### src/rtl/synth_pkg.sv
// Shared constants and width helpers for the PDM/PCM datapath.
// Both the 1-bit DAC and the decimator size themselves from this package.
package synth_pkg;

    localparam int CIC_ORDER = 3;
    localparam int PCM_W     = 16;

    // Worst-case CIC gain is R^ORDER, so one extra bit holds the full-scale value.
    function automatic int cic_width(input int log2r);
        return CIC_ORDER * log2r + 1;
    endfunction

endpackage

### src/rtl/cic_integrator.sv
// Single CIC integrator stage: W-bit accumulator that wraps modulo 2^W.
// The accumulator only advances on clock-enabled edges.
module cic_integrator #(
    parameter int W = 19
) (
    input  logic         clk,
    input  logic         rst,
    input  logic         ce,
    input  logic [W-1:0] addend,
    output logic [W-1:0] acc
);

    always_ff @(posedge clk) begin
        if (rst) begin
            acc <= '0;
        end else if (ce) begin
            acc <= acc + addend;
        end
    end

endmodule

### src/rtl/pdm_decimator.sv
// Third-order CIC decimator turning a 1-bit PDM stream into 16-bit unsigned PCM.
// Integrators run at the ce rate; combs, scaling and settling run once per R ce-edges.
module pdm_decimator
    import synth_pkg::*;
#(
    parameter int LOG2R = 6
) (
    input  logic             clk,
    input  logic             rst,
    input  logic             ce,
    input  logic             din,
    output logic [PCM_W-1:0] dout,
    output logic             dout_valid
);

    localparam int W      = cic_width(LOG2R);
    localparam int GAIN_W = CIC_ORDER * LOG2R;
    localparam int SHIFT  = GAIN_W - PCM_W;
    localparam logic [1:0] SETTLE_LAST = 2'(CIC_ORDER);

    if (LOG2R < 6 || LOG2R > 8) begin : g_bad_log2r
        $error("pdm_decimator: LOG2R must be in the range 6..8");
    end

    logic [W-1:0]       stage_in;
    logic [W-1:0]       integ1;
    logic [W-1:0]       integ2;
    logic [W-1:0]       integ3;
    logic [LOG2R-1:0]   dec_cnt;
    logic               dec_evt;
    logic [W-1:0]       comb_d1;
    logic [W-1:0]       comb_d2;
    logic [W-1:0]       comb_d3;
    logic [W-1:0]       comb1;
    logic [W-1:0]       comb2;
    logic [W-1:0]       comb3;
    logic [W-1:0]       comb3_shr;
    logic [PCM_W-1:0]   pcm;
    logic [1:0]         settle_cnt;

    assign stage_in = {{(W-1){1'b0}}, din};

    cic_integrator #(.W(W)) u_integ1 (
        .clk    (clk),
        .rst    (rst),
        .ce     (ce),
        .addend (stage_in),
        .acc    (integ1)
    );

    cic_integrator #(.W(W)) u_integ2 (
        .clk    (clk),
        .rst    (rst),
        .ce     (ce),
        .addend (integ1),
        .acc    (integ2)
    );

    cic_integrator #(.W(W)) u_integ3 (
        .clk    (clk),
        .rst    (rst),
        .ce     (ce),
        .addend (integ2),
        .acc    (integ3)
    );

    // The last ce-edge of each frame is the decimation edge.
    assign dec_evt = ce && (&dec_cnt);

    always_comb begin
        comb1     = integ3 - comb_d1;
        comb2     = comb1 - comb_d2;
        comb3     = comb2 - comb_d3;
        comb3_shr = comb3 >> SHIFT;
        pcm       = comb3_shr[PCM_W-1:0];
        // Only exact full scale (2^GAIN_W) sets the top bit; clamp it to 0xFFFF.
        if (comb3[W-1]) begin
            pcm = '1;
        end
    end

    always_ff @(posedge clk) begin
        if (rst) begin
            dec_cnt    <= '0;
            comb_d1    <= '0;
            comb_d2    <= '0;
            comb_d3    <= '0;
            settle_cnt <= '0;
            dout       <= '0;
            dout_valid <= 1'b0;
        end else begin
            dout_valid <= 1'b0;
            if (ce) begin
                dec_cnt <= dec_cnt + LOG2R'(1);
            end
            if (dec_evt) begin
                comb_d1 <= integ3;
                comb_d2 <= comb1;
                comb_d3 <= comb2;
                // The comb delays hold start-up garbage for the first ORDER frames.
                if (settle_cnt == SETTLE_LAST) begin
                    dout       <= pcm;
                    dout_valid <= 1'b1;
                end else begin
                    settle_cnt <= settle_cnt + 2'd1;
                end
            end
        end
    end

endmodule

### config.mk
export PLATFORM = sky130hd
export DESIGN_NAME = pdm_decimator
export DESIGN_NICKNAME = d
export VERILOG_FILES = /design/src/rtl/synth_pkg.sv /design/src/rtl/cic_integrator.sv /design/src/rtl/pdm_decimator.sv
export SDC_FILE = /design/constraint.sdc
export NUM_CORES = 1
export LEC_CHECK = 0
export ABC_AREA = 1
export BUFFER_PORTS_ARGS = -buffer_cell sky130_fd_sc_hd__buf_2
export CAP_MARGIN = 15
export CORE_ASPECT_RATIO = 1.5
export CORE_MARGIN = 3
export CORE_UTILIZATION = 43
export DETAILED_ROUTE_END_ITERATION = 8
export SLEW_MARGIN = 20
export SYNTH_ARGS = -nofsm -noshare
export SYNTH_HDL_FRONTEND = slang
export SYNTH_HIERARCHICAL = 1
export SYNTH_SLANG_ARGS = --single-unit
### constraint.sdc
create_clock -name clk -period 5.33 [get_ports clk]
set_input_delay 0.2665 -clock clk [delete_from_list [all_inputs] [get_ports clk]]
set_output_delay 0.2665 -clock clk [all_outputs]
set_load 0.1 [all_outputs]
-- Word level (Yosys, flattened, before mapping)
Cells that the tools add are included.
- bits in registers: 139
- output and inout bits: 17
- logic and storage cells: 28
- add/sub/neg operators: 8
- equal/unequal tests: 1
- muxes and demuxes: 2
- bitwise gates (word level): 2
- reduce and logical (&&, ||, !) cells: 5
- operator list (cell ; number):
    $sub A19 B19 Y19 ; 3
    $add A19 B19 Y19 ; 2
    $add A19 B1 Y19 ; 1
    $mux W16 ; 1
    $add A6 B1 Y6 const B ; 1
    $reduce_and A6 Y1 ; 1
    $reduce_and A2 Y1 ; 2
    $add A2 B1 Y2 const B ; 1
    $eq A2 B2 Y1 const B ; 1
    $not A1 Y1 ; 2
    $reduce_or A2 Y1 ; 1
    $logic_and A1 B1 Y1 ; 1
    $mux W1 ; 1

-- Depth between registers and ports, before layout
Gate-level depths: netlist (run 1).
- word-level depth: 4
- gate-level depth with buffers: 33
- mapped depth without buffers: 32

-- Cells and area by module
Netlist (run 1), hierarchy kept.
- by module, submodules not included (module ; instances ; cells an instance ; area each (µm²) ; seq. area each (µm²)):
    pdm_decimator ; 1 ; 865 ; 6020.8 ; 1641.6
    cic_integrator ; 3 ; 302 ; 1795.5 ; 380.4

-- Worst setup path after synthesis (run 1)
OpenSTA, ideal clock, no wires.
- path type: reg2reg
- start point: register u_integ3.acc[0]
- end point: register dout[10]
- arrival time: 4355 ps
- required time: 5221 ps
- setup slack: 866 ps
- stages on the path, launching flop included: 33
- cells stage by stage: dfxtp_1 -> inv_1 -> ha_1 -> inv_1 -> fa_1 -> a31o_2 -> nand2_1 -> nand2_1 -> a31oi_1 -> xnor2_1 -> ha_1 -> nand2_1 -> nor2_1 -> o21ai_0 -> o211ai_1 -> a31oi_1 -> o21ai_0 -> xor2_1 -> ha_1 -> nand2_1 -> nor2_1 -> nand2_1 -> o21ai_2 -> nand2_1 -> o211ai_1 -> nand2_1 -> nand2_1 -> inv_1 -> nand2_4 -> buf_12 -> nand3_2 -> nand2_1 -> inv_1
- longest elaborated chain between the ends: 4
- RTL lines (element ; RTL line ; RTL):
    from (decl) ; cic_integrator.sv:10 ; output logic [W-1:0] acc
    from (signal assigned) ; cic_integrator.sv:17 ; acc <= acc + addend;
    $sub A19 B19 Y19 ; pdm_decimator.sv:71 ; comb1 = integ3 - comb_d1;
    net comb1[8] ; pdm_decimator.sv:34 ; logic [W-1:0] comb1;
    $sub A19 B19 Y19 ; pdm_decimator.sv:72 ; comb2 = comb1 - comb_d2;
    net comb2[11] ; pdm_decimator.sv:35 ; logic [W-1:0] comb2;
    $sub A19 B19 Y19 ; pdm_decimator.sv:73 ; comb3 = comb2 - comb_d3;
    $mux W16 ; pdm_decimator.sv:77 ; if (comb3[W-1]) begin
    to (signal assigned) ; pdm_decimator.sv:102 ; dout <= pcm;
    to (decl) ; pdm_decimator.sv:12 ; output logic [PCM_W-1:0] dout,
The timed path passes the listed nets, and every way through them passes these cells.
A chain may end at the register's enable or synchronous reset.

-- Worst setup path after layout (run 1)
- start point: register u_integ3.acc[0]
- end point: register dout[3]
Same word-level chain as after synthesis.

==> out/metrics.cfg, run 1 <==
[clock_network]
cts_root_buffer = clkbuf_16
cts_tree = yes
numClockSinks = 139
ctsHoldBuffers = 0
path_clk_slew_ns = 0.07
cts_resized = 0
numCtsBuffers = 17
clk_latency_ns = 0.43
cts_buffer_depth = 2
htreeDepth = 4
postCtsSetupBuffers = 0

[critical_path]
worstPathRequired_ns = 5.66
endpoint_kind = flop
r2r-start = u_integ3/acc[0]
reg2reg_slack_ns = 0.49
crit_cells = 31
cp_num_buf_inv = 4
startpoint_type = flop
cpMostUsedCell = nand2_1
endpoint = dout[3]
cp_data_arrival_time_ns = 5.17
r2r_end = dout[3]
crit_fanout = 8
slowest_delay_ns = 0.43
cp_top_family = simple AND/OR/NAND/NOR gates
criticalPathCategory = reg -> reg
worst-r2r-cell-count = 31
crit_start = u_integ3/acc[0]
worst_path_max_delay_cell = fa_1

[sta]
fin_crit_sh_pct = 90.88
period_needed_ns = 4.844
skew_ns = 0.008643
slew_violations = 0
worst_slew_pin_slew_ns = 0.9781
slew_headroom_pct = 34.79
holdWs_ns = 0.1627
finalHoldViolations = 0
rsz0062_at_grt = no
fmax_mhz = 206.4
finalSetupViolations = 0
setup-tns-final_ns = 0
fin_ws_ns = 0.4859

[final_layout]
final_nets = 1914
drive_gt1_share_pct = 7.076
n_antenna_cell = 0
fillers = 2793
postLayoutCoreUtil_pct = 47.82
layoutNonFillerInstCount = 2142
design_area_um2 = 12410
layout-area-overhead-vs-synth_pct = 8.752

[route]
dr_total_vias = 10830
initialDrtViolationCount = 405
wl_per_cell_um = 14.34
drtPass1Iterations = 5
wl_mm = 30.72
vias_per_cell = 5.056
ant_nets = 0
drc = 0

[synthesis]
yosys_most_used_dff = dfxtp_1
yosysUniqueCellTypes = 46
synth_area_um2 = 11410
synth_warnings = 6
ys_seq_area_share_pct = 24.39
synth_top_cell_by_area = dfxtp_1
synth_edf_count = 0
synthArstFlopShare_pct = 0
synthTopCellsByArea = dfxtp_1 24%, nand2_1 12%, ha_1 12%
ys_ff_latch = 139
synth.most_common_cell = nand2_1
avgSynthCellArea_um2 = 6.441
yosysTopAreaCellShare_pct = 24.39
ys_top_cells_by_count = 378 x nand2_1, 289 x inv_1, 214 x nor2_1
syn_inst = 1771

[floorplanning]
die_y_um = 205.5
pin_count = 21
core-area_um2 = 25940
fp.dieArea_um2 = 28560
rows = 72
start_util_pct = 43.97
die-width_um = 139.0

[placed_design]
placed_area_um2 = 11780
dpl.hpwl_mm = 24.01
gp_congestion = 0.9082
port_buffers = 20
dp_cells = 2108
post-place-ws_ns = 0.3019

[global_route]
grt_max_degree = 94
antenna_found_initial = 0
grt_pass1_wl_mm = 49.74
grt_overflow = 0
grtUsageTotal_pct = 21.54
grt_pass1_vias = 10630

[flow_run]
cap_violations = 0

[outcome]
status = finished, final reports clean

[pwr]
p_total_mw = 5.077
p_leak_nw = 6.512
powerDensity_nw_per_um2 = 409.2
vdd_drop_max_mv = 0.3638

[hold_path]
worstHoldPathType = in -> reg

-- worst min-delay path: stages --
cell and delay, ns:
buf_2 0.09, nand3_1 0.09, nand2_1 0.07, nor2_1 0.03
-- worst min path at each step --
stage,slack [ns],end,cells past startpoint,from
floorplan,0.36,dec_cnt[0],1,ce
global placement,0.44,comb_d1[10],2,comb_d1[10]
detailed placement,0.45,comb_d1[8],2,comb_d1[8]
CTS,0.14,dec_cnt[2],4,ce
global route,0.17,dec_cnt[2],4,ce
finish,0.16,dec_cnt[2],4,ce
-- registers in the layout, indices dropped and copies added (netlist names) --
name and count:
dout_valid 1, dec_cnt 6, comb_d3 19, comb_d2 19, u_integ1/acc 19, dout 16, u_integ3/acc 19, settle_cnt 2
comb_d1 19, u_integ2/acc 19
-- power breakdown --
part	internal (mW)	leakage, nW	switching [mW]
clock network	0.663	0.270	0.500
logic	0.952	5.11	1.82
registers	1.09	1.13	0.0539
total	2.70	6.51	2.37
-- cell families (layout without fill, tap and decap cells) --
kind of cell / after synthesis / after routing / synth area share, %
buffers and inverters: 333 / 351 / 11.82
XOR/XNOR: 74 / 74 / 5.682
other: 1 / 19 / 0.03287
flip-flops: 139 / 139 / 24.39
AND/OR/NAND/NOR: 761 / 763 / 28.63
AO/OA/AOI/OAI: 349 / 349 / 16.61
adder cells (fa/ha/maj): 114 / 114 / 12.83
-- layout by cell type, fill, tap and decap left out, types with 4 or more instances in the layout --
cell type,netlist,routed
a21o_1,4,4
fa_1,5,5
inv_1,289,288
o21ai_1,16,16
buf_4,0,5
o211ai_1,6,6
nor2_1,214,213
buf_2,3,20
clkinv_4,0,5
inv_2,5,6
nand2_2,13,14
dfxtp_1,139,139
ha_1,109,109
nor2_2,8,9
xor2_1,57,57
o21ai_0,122,121
clkbuf_16,0,17
inv_6,0,4
a21oi_2,8,8
a31oi_1,6,5
o21bai_1,6,6
a21oi_1,155,155
nand3_1,92,92
nor3_1,20,20
xnor2_1,17,17
conb_1,1,19
nand2_1,378,377
o21a_1,19,19
clkinvlp_4,0,4
nand3_2,22,22
-- area by class of cell --
class / instances / area [µm²] / share of cell area, %
multi-input combinational: 1319 / 7387 / 59.55
tap: 333 / 416.7 / 3.359
clock inverter: 14 / 138.9 / 1.120
inverter: 294 / 1104 / 8.896
clock buffer: 18 / 439.2 / 3.540
sequential: 139 / 2783 / 22.43
timing repair buffer: 25 / 137.6 / 1.109
-- metal layers --
| metal | global-route usage (%) | share of wire (%) | up-vias |
|---|---|---|---|
| met5 | 0 | 0 | - |
| met3 | 2.348 | 1.5 | 81 |
| met2 | 44.37 | 56 | 138 |
| met4 | 12.66 | 5.6 | 0 |
| li1 | - | - | 5716 |
| met1 | 19.94 | 37 | 4895 |
Power figures use the tool's default switching activity.
==> run 2: changes to the inputs <==
--- a/config.mk
+++ b/config.mk
@@ -15,5 +15,4 @@
 export SLEW_MARGIN = 20
 export SYNTH_ARGS = -nofsm -noshare
 export SYNTH_HDL_FRONTEND = slang
-export SYNTH_HIERARCHICAL = 1
 export SYNTH_SLANG_ARGS = --single-unit
==> run 2 against run 1 <==
Against the previous run: synthesized cell count is 18% lower; clock skew is 0.0022 ns higher; register-to-register slack hardly changed; flip-flop and latch count stayed put; power is 10% lower; combinational power is 22% lower; critical path depth is 7 lower; largest cell class unchanged; highest routed layer unchanged.
==> out/metrics.cfg, run 2 <==
[outcome]
status = finished, final reports clean

[synthesis]
synth_edf_count = 0  ; unchanged
synth_warnings = 0  ; -6
syn_nets = 1553
yosysTopAreaCellShare_pct = 28.00  ; +3.6 points
yosysUniqueCellTypes = 46  ; unchanged
syn_inst = 1452  ; -18%
avgSynthCellArea_um2 = 6.844  ; +6.3%
synthTopCellsByArea = dfxtp_1 28%, ha_1 12%, a21oi_1 8.6%
synthArstFlopShare_pct = 0  ; unchanged
synth.most_common_cell = inv_1
yosys_most_used_dff = dfxtp_1
ys_ff_latch = 139  ; unchanged
synth_area_um2 = 9937  ; -13%
ys_seq_area_share_pct = 28.00  ; +3.6 points
synth_top_cell_by_area = dfxtp_1
ys_top_cells_by_count = 223 x inv_1, 213 x nand2_1, 171 x a21oi_1

[critical_path]
reg2reg_slack_ns = 0.48  ; about the same
cpMostUsedCell = nand2_1
endpoint = dout[3]
worstPathCellList = inv_1, ha_1, fa_1, inv_1, a31oi_1, xnor2_1, ha_1, nand2_1, o21ai_0, a21o_1, nand2_1, nand3_1, o21ai_0, xnor2_1, ha_1, a21oi_1, o21ai_0, a211oi_1, nand2_1, a21o_1, nand3_4, nand3_1, nand2_1, inv_1
worstPathRequired_ns = 5.67  ; about the same
slowest_delay_ns = 0.41  ; -0.02 ns
cp_top_family = compound AO/OA/AOI/OAI gates
startpoint_type = flop
worst-r2r-cell-count = 24  ; -23%
cp_num_buf_inv = 3  ; -1
cp_data_arrival_time_ns = 5.19  ; +0.02 ns
worst_path_max_delay_cell = fa_1
r2r-start = u_integ3.acc[0]
criticalPathCategory = reg -> reg
crit_cells = 24  ; -23%
crit_start = u_integ3.acc[0]
endpoint_kind = flop
r2r_end = dout[3]
crit_fanout = 16  ; +8

[sta]
fin_crit_sh_pct = 90.97  ; about the same
slew_headroom_pct = 42.73  ; +7.9 points
setup-tns-final_ns = 0  ; unchanged
fmax_mhz = 206.2  ; about the same
skew_ns = 0.01086  ; +0.002213 ns
fin_ws_ns = 0.4811  ; -0.004804 ns
finalSetupViolations = 0  ; unchanged
period_needed_ns = 4.849  ; +0.004804 ns
worst_slew_pin_slew_ns = 0.8590  ; -0.1191 ns
rsz0062_at_grt = no
finalHoldViolations = 0  ; unchanged
slew_violations = 0  ; unchanged

[clock_network]
path_clk_slew_ns = 0.06  ; about the same
cts_tree = yes
cts_root_buffer = clkbuf_16
cts_buffer_depth = 2  ; unchanged
ctsHoldBuffers = 0  ; unchanged
numCtsBuffers = 17  ; unchanged
htreeDepth = 4  ; unchanged
numClockSinks = 139  ; unchanged
clk_latency_ns = 0.44  ; about the same

[route]
drc = 0  ; unchanged
dr_total_vias = 9143  ; -16%
drtPass1Iterations = 4  ; -1
ant_nets = 0  ; unchanged
vias_per_cell = 5.243  ; +3.7%
initialDrtViolationCount = 333  ; -18%
wl_mm = 25.61  ; -17%
wl_per_cell_um = 14.68  ; +2.4%

[final_layout]
drive_gt1_share_pct = 6.676  ; -0.40 points
layout_commonest_cell = inv_1
final_nets = 1557  ; -19%
fillers = 2349  ; -16%
final_cell_mix = 222 x inv_1, 213 x nand2_1, 169 x a21oi_1
layout-area-overhead-vs-synth_pct = 9.696
n_antenna_cell = 0  ; unchanged

[global_route]
grt_max_degree = 92  ; -2.1%
grt_overflow = 0  ; unchanged
grtUsageTotal_pct = 21.13  ; -0.41 points
grt_pass1_wl_mm = 42.08  ; -15%
antenna_found_initial = 0  ; unchanged
grt_pass1_vias = 9129  ; -14%

[floorplanning]
die_y_um = 192.2  ; -6.5%
core-area_um2 = 22550  ; -13%
fp.dieArea_um2 = 25010  ; -12%
rows = 67  ; -6.9%
die-width_um = 130.1  ; -6.4%
start_util_pct = 44.07  ; +0.099 points
pin_count = 21  ; unchanged

[placed_design]
port_buffers = 20  ; unchanged
gp_congestion = 0.8895  ; -2.1%
post-place-ws_ns = 0.3553  ; +0.05345 ns
dpl.hpwl_mm = 19.08  ; -21%

[pwr]
p_leak_nw = 5.167  ; -21%
vdd_drop_max_mv = 0.2734  ; -25%
powerDensity_nw_per_um2 = 418.4  ; +2.2%

[hold_path]
worstHoldPathType = in -> reg
min_delay_path_depth = 4  ; unchanged
hold_start = din

[flow_run]
cap_violations = 0  ; unchanged

==> run 2: worst min path at each step <==
stage / to
after CTS: u_integ1.acc[0]
final: u_integ1.acc[0]
after global placement: comb_d1[7]
after detailed placement: comb_d1[12]
after global routing: u_integ1.acc[0]
after floorplan: comb_d1[10]
==> run 2: metal layers <==
metal / track usage (%) / share of wire [%]
met3: 3.311 / 1.6
met5: 0 / 0
met1: 20.33 / 39
met4: 9.400 / 3.5
met2: 42.49 / 56
==> run 2: timing repair <==
item                                    in CTS  in global routing
resized for setup                            0                  5
endpoints found under the setup margin       0                 16
hold endpoints to repair                     0                  0
buffers inserted                             0                  0
==> run 2: final cells by class <==
cell class	count	area (µm²)	share of cell area (%)
clock buffers	21	480.5	4.408
repair buffers	26	145.1	1.331
flip-flops and latches	139	2783	25.53
well taps	276	345.3	3.168
inverters	225	844.6	7.748
clock inverters	10	162.7	1.492
multi-input cells	1047	6140	56.32
==> run 2: worst reg2reg max path, delay by kind of cell, from the launching register on <==
kind            cells  cell delay (ns)
compound gates      8             1.62
xor+xnor            2             0.37
fa+ha+maj           4             1.34
buf+inv             3             0.22
flops               1             0.33
simple gates        7             0.88
==> run 2: power by group <==
part | leakage, nW | switching (mW) | internal (mW)
combinational | 3.73 | 1.43 | 0.736
clock | 0.312 | 0.478 | 0.831
sequential | 1.13 | 0.0268 | 1.06
==> run 2: stage by stage <==
step | utilization [%] | hold slack [ns] | std cells | cell area, µm² | power, mW
floorplan | - | 0.4331 | 1452 | 9937 | 2.763
global route | 48.34 | 0.2087 | 1744 | 10900 | 4.855
finish | 48.34 | 0.1883 | 1744 | 10900 | 4.561
global placement | 45.43 | 0.4421 | 1713 | 10240 | 3.264
detailed placement | 45.43 | 0.4514 | 1713 | 10240 | 3.246
CTS | 48.28 | 0.1742 | 1744 | 10890 | 4.571
==> run 2: kinds of logic (layout without fill, tap and decap cells) <==
kind of cell	after synthesis	count (layout)	share of synthesized area, %
adders and majority gates	97	97	12.52
and+or+nand+nor	503	503	22.39
buffers and inverters	266	282	10.35
DFF	139	139	28.00
AOI/OAI and AO/OA	380	380	20.84
xor gates and xnor gates	67	67	5.905
